<file path="src/rtl/obj_pkg.sv">
// Shared definitions for the object position path: slot map, buffer states
// and screen limits used by both the position buffer and the renderer.
package obj_pkg;

  localparam int OBJ_PLAYER       = 0;
  localparam int OBJ_ENEMY        = 1;
  localparam int OBJ_BULLET       = 2;
  localparam int OBJ_ENEMY_BULLET = 3;
  localparam int OBJ_BULLET2      = 4;

  localparam int SCREEN_X_MAX = 639;
  localparam int SCREEN_Y_MAX = 479;

  typedef enum logic [1:0] {
    OPEN    = 2'd0,
    PENDING = 2'd1,
    SWAP    = 2'd2
  } bufState_e;

endpackage

</file>
<file path="src/rtl/vsync_edge_sync.sv">
// Brings the VGA vsync into the master clock domain and emits a registered
// one-cycle pulse on each falling edge (start of vertical sync).
module vsync_edge_sync (
  input  logic master_clk,
  input  logic reset,
  input  logic vga_vsync_n,
  output logic frame_tick
);

  logic sync1;
  logic sync2;
  logic hist;

  // Idle level of vsync_n is high, so reset to 1 to avoid a false edge.
  always_ff @(posedge master_clk or posedge reset) begin
    if (reset) begin
      sync1      <= 1'b1;
      sync2      <= 1'b1;
      hist       <= 1'b1;
      frame_tick <= 1'b0;
    end else begin
      sync1      <= vga_vsync_n;
      sync2      <= sync1;
      hist       <= sync2;
      frame_tick <= hist & ~sync2;
    end
  end

endmodule

</file>
<file path="src/rtl/object_position_buffer.sv">
// Double-buffered object position file: the processor fills the back buffer,
// commits it, and the front buffer is refreshed only at vsync start.
module object_position_buffer
  import obj_pkg::*;
#(
  parameter int NUM_OBJ = 5,
  parameter int X_W     = 10,
  parameter int Y_W     = 9,
  parameter int X_MAX   = SCREEN_X_MAX,
  parameter int Y_MAX   = SCREEN_Y_MAX
) (
  input  logic                   master_clk,
  input  logic                   reset,
  input  logic                   wr_en,
  input  logic [2:0]             wr_addr,
  input  logic [X_W-1:0]         wr_x,
  input  logic [Y_W-1:0]         wr_y,
  input  logic                   wr_vis,
  input  logic                   wr_commit,
  output logic                   wr_ready,
  input  logic                   vga_vsync_n,
  output logic [NUM_OBJ*X_W-1:0] pos_x,
  output logic [NUM_OBJ*Y_W-1:0] pos_y,
  output logic [NUM_OBJ-1:0]     visible,
  output logic                   frame_tick,
  output logic                   swap_done,
  output logic                   err
);

  localparam logic [3:0]     NUM_OBJ_L = 4'(NUM_OBJ);
  localparam logic [X_W-1:0] X_LIM     = X_W'(X_MAX);
  localparam logic [Y_W-1:0] Y_LIM     = Y_W'(Y_MAX);

  bufState_e        state;
  logic [X_W-1:0]   backX [NUM_OBJ];
  logic [Y_W-1:0]   backY [NUM_OBJ];
  logic [NUM_OBJ-1:0] backVis;

  logic           addrOk;
  logic           writeOk;
  logic           commitOk;
  logic           badAccess;
  logic [X_W-1:0] clampX;
  logic [Y_W-1:0] clampY;

  assign wr_ready  = (state == OPEN);
  assign addrOk    = {1'b0, wr_addr} < NUM_OBJ_L;
  assign writeOk   = wr_en && wr_ready && addrOk;
  assign commitOk  = wr_commit && wr_ready;
  assign badAccess = (wr_en && !(wr_ready && addrOk)) || (wr_commit && !wr_ready);
  assign clampX    = (wr_x > X_LIM) ? X_LIM : wr_x;
  assign clampY    = (wr_y > Y_LIM) ? Y_LIM : wr_y;

  vsync_edge_sync uVsyncSync (
    .master_clk (master_clk),
    .reset      (reset),
    .vga_vsync_n(vga_vsync_n),
    .frame_tick (frame_tick)
  );

  // A commit landing in the same cycle as frame_tick only reaches PENDING
  // afterwards, so that tick is missed and the swap waits a full frame.
  always_ff @(posedge master_clk or posedge reset) begin
    if (reset) begin
      state     <= OPEN;
      swap_done <= 1'b0;
      err       <= 1'b0;
    end else begin
      if (badAccess) err <= 1'b1;
      case (state)
        OPEN: begin
          swap_done <= 1'b0;
          if (commitOk) state <= PENDING;
        end
        PENDING: begin
          if (frame_tick) begin
            state     <= SWAP;
            swap_done <= 1'b1;
          end
        end
        SWAP: begin
          state     <= OPEN;
          swap_done <= 1'b0;
        end
        default: begin
          state     <= OPEN;
          swap_done <= 1'b0;
        end
      endcase
    end
  end

  // NOTE: these buffers are small flop arrays rather than RAM, so they can and
  // do take the asynchronous reset; a RAM macro would have to be cleared by writes.
  always_ff @(posedge master_clk or posedge reset) begin
    if (reset) begin
      for (int i = 0; i < NUM_OBJ; i++) begin
        backX[i] <= '0;
        backY[i] <= '0;
      end
      backVis <= '0;
    end else if (writeOk) begin
      backX[wr_addr]   <= clampX;
      backY[wr_addr]   <= clampY;
      backVis[wr_addr] <= wr_vis;
    end
  end

  // Back buffer is copied, not moved, so later updates only touch changed slots.
  always_ff @(posedge master_clk or posedge reset) begin
    if (reset) begin
      pos_x   <= '0;
      pos_y   <= '0;
      visible <= '0;
    end else if (state == SWAP) begin
      for (int i = 0; i < NUM_OBJ; i++) begin
        pos_x[i*X_W +: X_W] <= backX[i];
        pos_y[i*Y_W +: Y_W] <= backY[i];
      end
      visible <= backVis;
    end
  end

endmodule

</file>
<file path="config.mk">
export PLATFORM = sky130hd
export DESIGN_NAME = object_position_buffer
export DESIGN_NICKNAME = d
export VERILOG_FILES = /design/src/rtl/obj_pkg.sv /design/src/rtl/vsync_edge_sync.sv /design/src/rtl/object_position_buffer.sv
export SDC_FILE = /design/constraint.sdc
export NUM_CORES = 1
export LEC_CHECK = 0
export ABC_AREA = 1
export BUFFER_PORTS_ARGS = -buffer_cell sky130_fd_sc_hd__buf_2
export CAP_MARGIN = 0
export CORE_UTILIZATION = 38
export DETAILED_ROUTE_END_ITERATION = 7
export PLACE_DENSITY_LB_ADDON = 0.12
export SYNTH_ARGS = -nofsm -noshare
export SYNTH_HDL_FRONTEND = slang
export SYNTH_SLANG_ARGS = --single-unit
</file>
<file path="constraint.sdc">
create_clock -name master_clk -period 8.6 [get_ports master_clk]
set_input_delay 0.43 -clock master_clk [delete_from_list [all_inputs] [get_ports master_clk]]
set_output_delay 0.43 -clock master_clk [all_outputs]
set_load 0.005 [all_outputs]
</file>
# Word-level counts from Yosys, hierarchy flattened

Index checks and enable logic that the tools add are counted.

Flip-flop bits (word level): 208
Output and inout port bits: 104
Word-level logic and storage cells: 64

Order comparisons: 7
Equality and inequality tests: 4
Mux-type cells: 16
Bitwise logic cells: 3
Reductions and logical operators: 13

Operators with widths:

| operator               | count |
|---|---|
| $bwmux W50             | 1 |
| $bwmux W45             | 1 |
| $demux W10 S3          | 1 |
| $demux W9 S3           | 1 |
| $mux W10               | 2 |
| $mux W9                | 2 |
| $gt A10 B10 Y1 const B | 1 |
| $gt A9 B9 Y1 const B   | 1 |
| $logic_and A1 B1 Y1    | 8 |
| $bwmux W5              | 1 |
| $ge A4 B4 Y1 const B   | 1 |
| $lt A3 B4 Y1 const B   | 1 |
| $lt A4 B1 Y1 const B   | 1 |
| $mux W2                | 2 |
| $ne A2 B1 Y1 const B   | 2 |
| $not A3 Y4             | 1 |
| $pmux W2 S2            | 1 |
| $demux W1 S3           | 1 |
| $ge A3 B1 Y1 const B   | 1 |
| $lt A3 B3 Y1 const B   | 1 |
| $mux W1                | 3 |
| $eq A2 B1 Y1 const B   | 1 |
| $eq A2 B2 Y1 const B   | 1 |
| $logic_not A1 Y1       | 2 |
| other kinds (5)        | 5 |

# Logic depth before layout (Yosys ltp)

Depth in word-level cells: 6
Gate-level depth with buffers: 8
Depth with buffers taken out: 6

# Hierarchy

Synthesis repeated with hierarchy kept, for this count alone.

Cells, all modules: 944
Area, all modules: 8,393.0 µm²

By module, submodules not included:

| module                 | times used | cells an instance | area an instance (µm²) | seq. area each (µm²) |
|---|---|---|---|---|
| object_position_buffer | 1          | 937               | 8,275.4                | 5,104.9 |
| vsync_edge_sync        | 1          | 7                 | 117.6                  | 103.8 |

# Worst setup path before layout

OpenSTA, ideal clock, no wires.

Path type: register to register
Start point: reg state[1]
End point: reg backX[17] (netlist name)
Setup time: 0.118 ns
Arrival: 1.169 ns
Slack: 7.313 ns
Cell stages (with the launch flop): 9
Path buffers: 2
Clock period less this slack: 1.287 ns
Cell sequence: dfrtp_1 buf_6 nor2_4 nand2_2 inv_1 nand3_1 buf_2 nand2_1 nand2_1

Longest elaborated chain between the ends: 3

RTL lines:

| item                              | line                          | source |
|---|---|---|
| start: declaration                | object_position_buffer.sv:34  | `bufState_e state;` |
| start signal: assignment          | object_position_buffer.sv:65  | `state <= OPEN;` |
| start signal: assignment          | object_position_buffer.sv:73  | `if (commitOk) state <= PENDING;` |
| start signal: assignment          | object_position_buffer.sv:77  | `state <= SWAP;` |
| $logic_not A2 Y1                  | object_position_buffer.sv:46  | `assign wr_ready = (state == OPEN);` |
| named net wr_ready                | object_position_buffer.sv:20  | `output logic wr_ready,` |
| $logic_and A1 B1 Y1 (2 in series) | object_position_buffer.sv:48  | `assign writeOk = wr_en && wr_ready && addrOk;` |
| end signal: indexed assignment    | object_position_buffer.sv:103 | `backX[wr_addr] <= clampX;` |
| end: declaration                  | object_position_buffer.sv:35  | `logic [X_W-1:0] backX [NUM_OBJ];` |

The timed path passes the listed nets, and every way through them passes these cells.
A chain may end at the register's enable or synchronous reset.

# Worst setup path in the final report

Start point: reg state[1]
End point: reg backY[41] (netlist name)

Longest elaborated chain between the ends: 3

RTL lines:

| item                              | line                          | source |
|---|---|---|
| $logic_not A2 Y1                  | object_position_buffer.sv:46  |  |
| $logic_and A1 B1 Y1 (2 in series) | object_position_buffer.sv:48  |  |
| end signal: indexed assignment    | object_position_buffer.sv:104 | `backY[wr_addr] <= clampY;` |
| end: declaration                  | object_position_buffer.sv:36  | `logic [Y_W-1:0] backY [NUM_OBJ];` |

No other way between the ends.

==> reports/metrics.yaml <==
run_status:
  run_status: "finished clean"
placement:
  dp_slack_ps: 5920
  dp_hpwl_mm: 13.3
  placed_cell_area_um2: 9130
  gp_congestion: 0.775
  io_buffers: 131
sta:
  post-route-period-util_pct: 31.5
  drv_slew: 0
  rsz0062_at_grt: "no"
  relSlewSlack_pct: 18.9
  fmax_ghz: 0.370
  period_needed_ps: 2710
  hold_violations: 0
  setup_viol: 0
  timing.setup.tns_ps: 0
  setup_ws_ps: 5890
  finClkSkew_ps: 21.7
  tightest_slew_ps: 1220
clocking:
  clk_pin_slew_ps: 60
  cts_tree: "yes"
  root_buffer: "clkbuf_16"
  cts_hold_buf: 0
  ctsResizeCount: 0
  clk_latency_ps: 510
  cts.sinks: 208
  cts_setup_buffers: 0
  cts-buffers-inserted: 23
  htree_levels: 1
  cts_max_path_buffers: 3
die:
  design.core.area_um2: 21400
  die_h_um: 151
  die_area_um2: 22700
  dieWidth_um: 151
  num_rows: 53
  start_util_pct: 39.3
  io_pins: 132
pwr:
  power.density_nw_per_um2: 345
  clkPwrFrac_pct: 28.1
  p_seq_share_pct: 48.4
  comb_power_share_pct: 23.5
  peakVddDrop_mv: 0.210
  intPower_mw: 2.28
  p_leak_nw: 5.61
  switchingPower_mw: 1.11
  switching_share_pct: 32.8
flow_run:
  drv_cap: 0
critical_path:
  crit_type: "flop to flop"
  timing.rr.start: "state[1]"
  cp_data_required_time_ps: 9030
  r2r_end: "backY[41]"
  cp_slowest_stage_delay_ps: 850
  r2r_slack_ps: 5890
  critical_path.max_fanout: 104
  crit_arrival_ps: 3140
  crit_chain: "nor2_4, nand2_2, nor2_8, buf_4, nand3_1, nand2_1"
  cp-end-kind: "flop"
  reg2regPathDepth: 6
  crit_path_start_kind: "flop"
  critPathSlowestCell: "dfrtp_4"
finish:
  syn_to_final_growth_pct: 17.5
  final_layout_size_suffix_gt1_share_pct: 17.1
  nets: 1072
  n_antenna_cell: 0
  post-route-util_pct: 46.2
  design_area_um2: 9860
synthesis:
  synth_area_leader_cell: "dfrtp_1"
  synthArstFlopShare_pct: 100
  synth_edf_count: 0
  syn_nets: 971
  ys_types: 19
  yosysMostFrequentCell: "nand2_1"
  avgSynthCellArea_um2: 8.90
  synth_top_area_share_pct: 61.1
  synth-warning-count: 0
  synthesis.area_um2: 8390
  synth_cells: 943
  synth-seq-cells: 208
  synthTopCellsByArea: "dfrtp_1, nand2_1, nand3_1, buf_6, buf_2"
  synth.top_cells.by_count: "nand2_1, nand3_1, dfrtp_1"
  ys_seq_area_share_pct: 62.1
  ys.flop_type: "dfrtp_1"
routing:
  dr_total_vias: 6514
  drc_errors: 0
  drtPass1Iterations: 4
  drt_iter0_drc: 443
  vias_per_cell: 4.88
  totalWireLength_mm: 21.8
  drtAntennaViolNets: 0
  detail_route.wl_per_cell_um: 16.3
global_routing:
  track_usage_pct: 19.7
  grt_pass1_vias: 6386
  antenna_found_initial: 0
  grt_pass1_wl_mm: 34.8
  grt-ovfl-total: 0
  grt_max_degree: 105
hold_path:
  hold_path.class: "primary input to async pin"
## logic make-up (layout without fill, tap and decap cells)
group	count (synthesis)	count (layout)	share of synthesized area (%)
DFF	208	208	62.1
and+or+nand+nor	641	641	32.1
AOI/OAI and AO/OA	10	10	0.775
buffers and inverters	84	202	5.06
## worst max-delay path, delay by kind of cell (launching register included)
family / cells / cell delay [ps]
flip-flops: 1 / 850
buffers and inverters: 1 / 670
AND/OR/NAND/NOR: 5 / 1060
## metrics by stage
step                      hold slack (ps)  std cells  power (mW)
after floorplan                       345        943        2.12
after global placement                346       1294        2.45
final                                28.0       1336        3.40
after detailed placement              350       1294        2.47
after CTS                            19.0       1336        3.44
after global routing                 16.8       1336        3.65
## layout make-up
type	count	area [um^2]
sequential	208	5210
timing repair buffer	140	723
clock buffer	40	689
tap	275	344
multi-input combinational	651	2770
inverter	20	82.6
fill	2178	11500
clock inverter	2	38.8
## power groups by stage
stage | sequential (mW) | clock (mW) | combinational [mW]
floorplan | 1.61 | 0 | 0.510
global placement | 1.66 | 0 | 0.793
detailed placement | 1.66 | 0 | 0.816
CTS | 1.65 | 0.975 | 0.816
global route | 1.70 | 1.01 | 0.936
finish | 1.65 | 0.956 | 0.798
## sequential cells by signal, indices dropped and copies added (netlist names), 2 cells and up
signal and flops:
pos_x 50, pos_y 45, backY 45, state 2, backX 50, backVis 5, visible 5
## how the worst max path moves through the flow
stage / depth (start not counted) / slack, ps / endpoint / start
CTS: 6 / 5900 / backY[41] / state[1]
finish: 6 / 5890 / backY[41] / state[1]
floorplan: 1 / 2490 / backVis[0] / reset
global placement: 6 / 5990 / backY[41] / state[1]
global route: 6 / 5730 / backY[41] / state[1]
detailed placement: 6 / 5920 / backY[41] / state[1]
## metal layers
metal / global-route usage, % / vias to the layer above / routed length (um)
met5: 0 / - / 0
li1: - / 3219 / -
met4: 4.80 / 0 / 313
met2: 29.2 / 131 / 9440
met1: 30.1 / 3139 / 11100
met3: 2.79 / 25 / 933
## cell usage in the layout (no fill, tap or decap), types with 6 or more instances in the layout
cell type    n
nand2_1    415
nand3_1    206
dfrtp_1    204
buf_2      131
clkbuf_16   23
inv_1       18
nor2_1      15
clkbuf_1    12
buf_4        9
o21bai_1     6
No activity file was read; power rests on OpenSTA's default activity.
